File: src/rtl/cu_pipe_ctrl.sv
`default_nettype none
// ============================================================================
// Module   : cu_pipe_ctrl
// Purpose  : Multi-cycle control unit for a small accumulator datapath.
//            Decodes the current opcode and sequences ALU, load/store
//            (with memory wait states), jump and halt operations. Every
//            control output is a register loaded on the edge that enters
//            the corresponding state.
// Config   : define CU_JMPZ_EN to enable opcode 8 as JMPZ (jump on ZERO);
//            when undefined, opcode 8 is illegal and ZERO is not used.
// Revision : 1.0 - initial release
// ============================================================================
module cu_pipe_ctrl #(
    parameter int OPW      = 4,
    parameter int WAIT_CYC = 2,
    parameter int CNT_W    = 4
) (
    input  logic           clk,
    input  logic           reset,
    input  logic [OPW-1:0] INSTR,
    input  logic           OVF,
    input  logic           ZERO,
    input  logic           mem_ready,
    input  logic           resume,
    output logic           WEa,
    output logic           WEb,
    output logic           WEpc,
    output logic           CTRLa,
    output logic           CTRLpc,
    output logic           CTRLaddr,
    output logic           RW,
    output logic           CIN,
    output logic           busy,
    output logic           halted,
    output logic           illegal
);

    // State encoding
    localparam logic [2:0] c_IDLE  = 3'd0;
    localparam logic [2:0] c_MEMRD = 3'd1;
    localparam logic [2:0] c_STRW  = 3'd2;
    localparam logic [2:0] c_JMPS  = 3'd3;
    localparam logic [2:0] c_HALTS = 3'd4;

    // Opcodes (upper bits of INSTR are zero-extended, so any larger value
    // falls through to the illegal/default decode)
    localparam logic [OPW-1:0] c_OP_ADD    = OPW'(0);
    localparam logic [OPW-1:0] c_OP_SBTR   = OPW'(1);
    localparam logic [OPW-1:0] c_OP_LDA    = OPW'(2);
    localparam logic [OPW-1:0] c_OP_LDB    = OPW'(3);
    localparam logic [OPW-1:0] c_OP_STR    = OPW'(4);
    localparam logic [OPW-1:0] c_OP_JMP    = OPW'(5);
    localparam logic [OPW-1:0] c_OP_JMPOVF = OPW'(6);
    localparam logic [OPW-1:0] c_OP_HALT   = OPW'(7);
`ifdef CU_JMPZ_EN
    localparam logic [OPW-1:0] c_OP_JMPZ   = OPW'(8);
`endif
    localparam logic [OPW-1:0] c_OP_NOP    = OPW'(9);

    // Jump condition remembered from decode; the flag itself is sampled in JMPS
    localparam logic [1:0] c_JK_ALWAYS = 2'd0;
    localparam logic [1:0] c_JK_OVF    = 2'd1;
`ifdef CU_JMPZ_EN
    localparam logic [1:0] c_JK_ZERO   = 2'd2;
`endif

    localparam logic [CNT_W-1:0] c_CNT_LOAD = CNT_W'(WAIT_CYC);
    localparam logic [CNT_W-1:0] c_CNT_ONE  = CNT_W'(1);

`ifndef CU_JMPZ_EN
    // ZERO only matters when JMPZ is built in
    logic w_unused_zero;
    assign w_unused_zero = ZERO;
`endif

    logic [2:0]       r_state, w_state;
    logic [CNT_W-1:0] r_cnt, w_cnt;
    logic             r_ld_b, w_ld_b;
    logic [1:0]       r_jkind, w_jkind;
    logic             r_wea, w_wea;
    logic             r_web, w_web;
    logic             r_wepc, w_wepc;
    logic             r_ctrla, w_ctrla;
    logic             r_ctrlpc, w_ctrlpc;
    logic             r_ctrladdr, w_ctrladdr;
    logic             r_rw, w_rw;
    logic             r_cin, w_cin;
    logic             r_busy, w_busy;
    logic             r_halted, w_halted;
    logic             r_illegal, w_illegal;

    assign WEa      = r_wea;
    assign WEb      = r_web;
    assign WEpc     = r_wepc;
    assign CTRLa    = r_ctrla;
    assign CTRLpc   = r_ctrlpc;
    assign CTRLaddr = r_ctrladdr;
    assign RW       = r_rw;
    assign CIN      = r_cin;
    assign busy     = r_busy;
    assign halted   = r_halted;
    assign illegal  = r_illegal;

    // Next-state and next-output decode; outputs default to 0 each cycle
    always_comb begin
        w_state    = r_state;
        w_cnt      = r_cnt;
        w_ld_b     = r_ld_b;
        w_jkind    = r_jkind;
        w_illegal  = r_illegal;
        w_wea      = 1'b0;
        w_web      = 1'b0;
        w_wepc     = 1'b0;
        w_ctrla    = 1'b0;
        w_ctrlpc   = 1'b0;
        w_ctrladdr = 1'b0;
        w_rw       = 1'b0;
        w_cin      = 1'b0;
        w_busy     = 1'b0;
        w_halted   = 1'b0;

        case (r_state)
            c_IDLE: begin
                case (INSTR)
                    c_OP_ADD: begin
                        w_wea  = 1'b1;
                        w_wepc = 1'b1;
                    end
                    c_OP_SBTR: begin
                        w_wea  = 1'b1;
                        w_wepc = 1'b1;
                        w_cin  = 1'b1;
                    end
                    c_OP_LDA, c_OP_LDB: begin
                        w_cnt   = c_CNT_LOAD;
                        w_ld_b  = (INSTR == c_OP_LDB);
                        w_busy  = 1'b1;
                        w_state = c_MEMRD;
                    end
                    c_OP_STR: begin
                        w_cnt      = c_CNT_LOAD;
                        w_ctrladdr = 1'b1;
                        w_rw       = 1'b1;
                        w_busy     = 1'b1;
                        w_state    = c_STRW;
                    end
                    c_OP_JMP: begin
                        w_jkind = c_JK_ALWAYS;
                        w_state = c_JMPS;
                    end
                    c_OP_JMPOVF: begin
                        w_jkind = c_JK_OVF;
                        w_state = c_JMPS;
                    end
`ifdef CU_JMPZ_EN
                    c_OP_JMPZ: begin
                        w_jkind = c_JK_ZERO;
                        w_state = c_JMPS;
                    end
`endif
                    c_OP_HALT: begin
                        w_halted = 1'b1;
                        w_state  = c_HALTS;
                    end
                    c_OP_NOP: begin
                        w_wepc = 1'b1;
                    end
                    default: begin
                        // Unknown opcode executes as NOP but is flagged until reset
                        w_wepc    = 1'b1;
                        w_illegal = 1'b1;
                    end
                endcase
            end

            c_MEMRD: begin
                if (r_cnt != '0) begin
                    w_cnt  = r_cnt - c_CNT_ONE;
                    w_busy = 1'b1;
                end else if (mem_ready) begin
                    w_wepc  = 1'b1;
                    w_web   = r_ld_b;
                    w_wea   = ~r_ld_b;
                    w_ctrla = ~r_ld_b;
                    w_state = c_IDLE;
                end else begin
                    w_busy = 1'b1;
                end
            end

            c_STRW: begin
                if ((r_cnt == '0) && mem_ready) begin
                    w_wepc  = 1'b1;
                    w_state = c_IDLE;
                end else begin
                    if (r_cnt != '0) begin
                        w_cnt = r_cnt - c_CNT_ONE;
                    end
                    w_rw       = 1'b1;
                    w_ctrladdr = 1'b1;
                    w_busy     = 1'b1;
                end
            end

            c_JMPS: begin
                w_wepc  = 1'b1;
                w_state = c_IDLE;
                case (r_jkind)
                    c_JK_ALWAYS: w_ctrlpc = 1'b1;
                    c_JK_OVF:    w_ctrlpc = OVF;
`ifdef CU_JMPZ_EN
                    c_JK_ZERO:   w_ctrlpc = ZERO;
`endif
                    default:     w_ctrlpc = 1'b0;
                endcase
            end

            c_HALTS: begin
                if (resume) begin
                    w_wepc  = 1'b1;
                    w_state = c_IDLE;
                end else begin
                    w_halted = 1'b1;
                end
            end

            default: begin
                w_wepc  = 1'b1;
                w_state = c_IDLE;
            end
        endcase
    end

    // State and output registers; reset acts immediately so RW drops mid-store
    always_ff @(posedge clk or posedge reset) begin
        if (reset) begin
            r_state    <= c_IDLE;
            r_cnt      <= '0;
            r_ld_b     <= 1'b0;
            r_jkind    <= c_JK_ALWAYS;
            r_wea      <= 1'b0;
            r_web      <= 1'b0;
            r_wepc     <= 1'b1;
            r_ctrla    <= 1'b1;
            r_ctrlpc   <= 1'b0;
            r_ctrladdr <= 1'b0;
            r_rw       <= 1'b0;
            r_cin      <= 1'b0;
            r_busy     <= 1'b0;
            r_halted   <= 1'b0;
            r_illegal  <= 1'b0;
        end else begin
            r_state    <= w_state;
            r_cnt      <= w_cnt;
            r_ld_b     <= w_ld_b;
            r_jkind    <= w_jkind;
            r_wea      <= w_wea;
            r_web      <= w_web;
            r_wepc     <= w_wepc;
            r_ctrla    <= w_ctrla;
            r_ctrlpc   <= w_ctrlpc;
            r_ctrladdr <= w_ctrladdr;
            r_rw       <= w_rw;
            r_cin      <= w_cin;
            r_busy     <= w_busy;
            r_halted   <= w_halted;
            r_illegal  <= w_illegal;
        end
    end

endmodule
`default_nettype wire

File: config.mk
export PLATFORM = sky130hd
export DESIGN_NAME = cu_pipe_ctrl
export DESIGN_NICKNAME = d
export VERILOG_FILES = /design/src/rtl/cu_pipe_ctrl.sv
export SDC_FILE = /design/constraint.sdc
export NUM_CORES = 1
export LEC_CHECK = 0
export ABC_AREA = 1
export BUFFER_PORTS_ARGS = -buffer_cell sky130_fd_sc_hd__clkbuf_2
export CORE_ASPECT_RATIO = 1.4
export CORE_MARGIN = 1.5
export CORE_UTILIZATION = 45
export CTS_CLUSTER_DIAMETER = 200
export DETAILED_ROUTE_END_ITERATION = 8
export PLACE_DENSITY = 0.69
export SLEW_MARGIN = 5
export SYNTH_ARGS = -nofsm -noshare
export SYNTH_HDL_FRONTEND = slang
export SYNTH_SLANG_ARGS = --single-unit
File: constraint.sdc
create_clock -name clk -period 1.4 [get_ports clk]
set_input_delay 0.14 -clock clk [delete_from_list [all_inputs] [get_ports clk]]
set_output_delay 0.14 -clock clk [all_outputs]
set_load 0.02 [all_outputs]
==> run metrics <==
Final Max Slew Viols 0; worst-margin pin slew about 0.24 ns; flip-flop count of the largest register, all copies and words added 4; DIE AREA 2410 µm²; effective utilization at floorplan about half; kind of start point of the critical path register; largest registers r_cnt x4, r_state x3; Yosys reg bits 19; area share of the largest cell type after synthesis approximately 45%; final critical-path share of the clock period 93.3%; Worst Path Required 1.60 ns; main area contributors after synthesis sky130_fd_sc_hd__dfrtp_1 (45%), sky130_fd_sc_hd__nand2_1 (12%), sky130_fd_sc_hd__dfstp_2 (5.5%); crit path time final around 1.3 ns; CTS clk-pin slew, worst paths about 0.10 ns; most frequent cells after synthesis sky130_fd_sc_hd__nand2_1 (31), sky130_fd_sc_hd__dfrtp_1 (17), sky130_fd_sc_hd__inv_1 (13), sky130_fd_sc_hd__nor2_1 (13), sky130_fd_sc_hd__o21ai_0 (10); TritonCTS buffer count 3; all-layer global routing usage 18.2%; core region area 1970 µm²; Setup WS post-layout 0.0943 ns; CTS root buf sky130_fd_sc_hd__clkbuf_4; Rows 19; synth warn 0; number of enable-type register cells in the synthesized netlist 0; initial drt markers 33; most frequently used flop master after synthesis sky130_fd_sc_hd__dfrtp_1; hpwl dp between 1 and 1.5 mm; final layout net count about 160; CP max FO 8; number of global-route vias before repair 788; type of the worst setup path register to register; crit path capture type register; residual DRC count 0; highest clock rate roughly 770 MHz; Setup Slack @ Placement 0.0534 ns; First-pass DRT Iterations 4; pin count of the biggest net entering global routing 20; via/cell ratio between 5 and 6; post-detailed-route wirelength per cell 11.4 µm; leakage power between 0.6 and 0.7 nW; Clk Latency, worst-skew pair ~0.30 ns; count of input and output buffers 19; peak supply drop 0.00104 V; final setup skew approximately 0.0055 ns; asr flop ratio synth 100%; Post-Syn Area approximately 950 µm²; floorplan die height approximately 57 µm; antenna diode instance count 0; final global-route overflow total 0; count of maximum capacitance violations 0; part of the Yosys area used for sequential elements roughly half; post-route setup TNS 0 ns; sinks on the clock net 19; Synth Instances between 100 and 150; areal power density over the cells 1960 nW/µm²; Fill cells between 150 and 200; Mean Syn Cell Area 7.88 µm²; result of the run completed; count of unique library cells instantiated by Yosys 20; first-pass GRT wire length 3.28 mm; layout cells sized above 1 30.1%; classification of the worst-slack hold path primary input to register; Setup Viol. Count Final 0; most area-hungry cell type in the Yosys netlist sky130_fd_sc_hd__dfrtp_1; register ranked first by flip-flop count r_cnt; htree depth 1; count of vias placed by the detailed router 866; Die Wd between 40 and 50 µm; most frequent cell after synthesis sky130_fd_sc_hd__nand2_1; power after layout 0.00224 W; Boundary Pins 21; P&R area growth vs syn 19.7%; initial antenna violation count 0; number of nets in the synthesized netlist around 130; detailed-route wire length approximately 1.9 mm; CTS tree built; routability cong. between 0.8 and 0.9; worst slew margin relative to its limit a little over four fifths; arrival time reported for the critical path endpoint around 1.5 ns; final antenna-violating net count 0; largest buffer count on any clock path 2; hold violation count in the final report 0
==> metrics by stage <==
| stage | utilization, % | cells | instance area (µm²) | hold slack, ns |
|---|---|---|---|---|
| floorplan | - | 121 | 953 | 0.0896 |
| global placement | 54.5 | 161 | 1070 | 0.149 |
| detailed placement | 54.5 | 161 | 1070 | 0.159 |
| CTS | 56.3 | 166 | 1110 | 0.0722 |
| global route | 57.8 | 167 | 1140 | 0.0736 |
| finish | 57.8 | 167 | 1140 | 0.0911 |
==> worst max-delay path: stages, from the launching register on <==
cell,delay [ns]
sky130_fd_sc_hd__dfrtp_1,0.44
sky130_fd_sc_hd__nor2_1,0.24
sky130_fd_sc_hd__nand2_2,0.17
sky130_fd_sc_hd__nand2_2,0.15
sky130_fd_sc_hd__nand2_2,0.09
sky130_fd_sc_hd__nand2_1,0.07
sky130_fd_sc_hd__nand2_1,0.05
==> layer usage <==
| layer | GRT usage [%] | share of wire (%) | vias to the layer above |
|---|---|---|---|
| met3 | 2.85 | 2.9 | 8 |
| met4 | 10.1 | 2.3 | 0 |
| li1 | - | - | 442 |
| met5 | 0 | 0 | - |
| met1 | 21.4 | 44 | 397 |
| met2 | 31.3 | 51 | 19 |
==> area by class of cell <==
cell class	count	area, µm²	area share (%)
Sequential cell	19	480	42.1
Clock buffer	4	26.3	2.30
Multi-Input combinational cell	85	428	37.5
Inverter	16	60.1	5.26
Timing Repair Buffer	22	120	10.5
Tap cell	21	26.3	2.30
==> placed cells by master (no fill, tap or decap), drive strengths merged <==
cell	count
a21oi	1
buf	2
clkbuf	23
dfrtp	17
dfstp	2
dlygate4sd3	1
ha	1
inv	16
nand2	35
nand3	9
nand3b	3
nand4	4
nor2	14
nor3	5
o21ai	10
o22ai	1
or2	1
xor2	1
==> report_power, final <==
part           leakage (nW)  switching, W  internal (W)
registers             0.236      0.000113      0.000730
logic                 0.356      0.000730      0.000397
clock network        0.0150      0.000158      0.000111
total                 0.607       0.00100       0.00124
==> cell families after synthesis <==
family          after synthesis  share of synthesized area [%]
fa+ha+maj                     1                           1.31
xor+xnor                      1                          0.919
simple gates                 71                           34.1
flops                        19                           50.1
buf+inv                      17                           7.09
compound gates               12                           6.43
==> repair_timing <==
| item | 4_1_cts | 5_1_grt |
|---|---|---|
| setup buffers | 0 | 1 |
| endpoints found under the setup margin | 0 | 7 |
| resized for setup | 0 | 9 |
| hold endpoints to repair | 17 | 0 |
| hold buffers | 1 | 0 |
==> worst paths after layout <==
path / start / endpoint / slack (ns) / depth (start not counted)
setup / recovery: r_state[0] / r_cnt[1] / 0.09 / 6
hold / removal: INSTR[3] / CIN / 0.09 / 2
setup reg to reg: r_state[0] / r_cnt[1] / 0.09 / 6
hold reg to reg: r_ld_b / CTRLa / 0.43 / 1
max in group asynchronous: reset / WEpc / 0.77 / 4
min in group asynchronous: reset / WEb / 0.38 / 4
(Power assumes the default switching activity.)
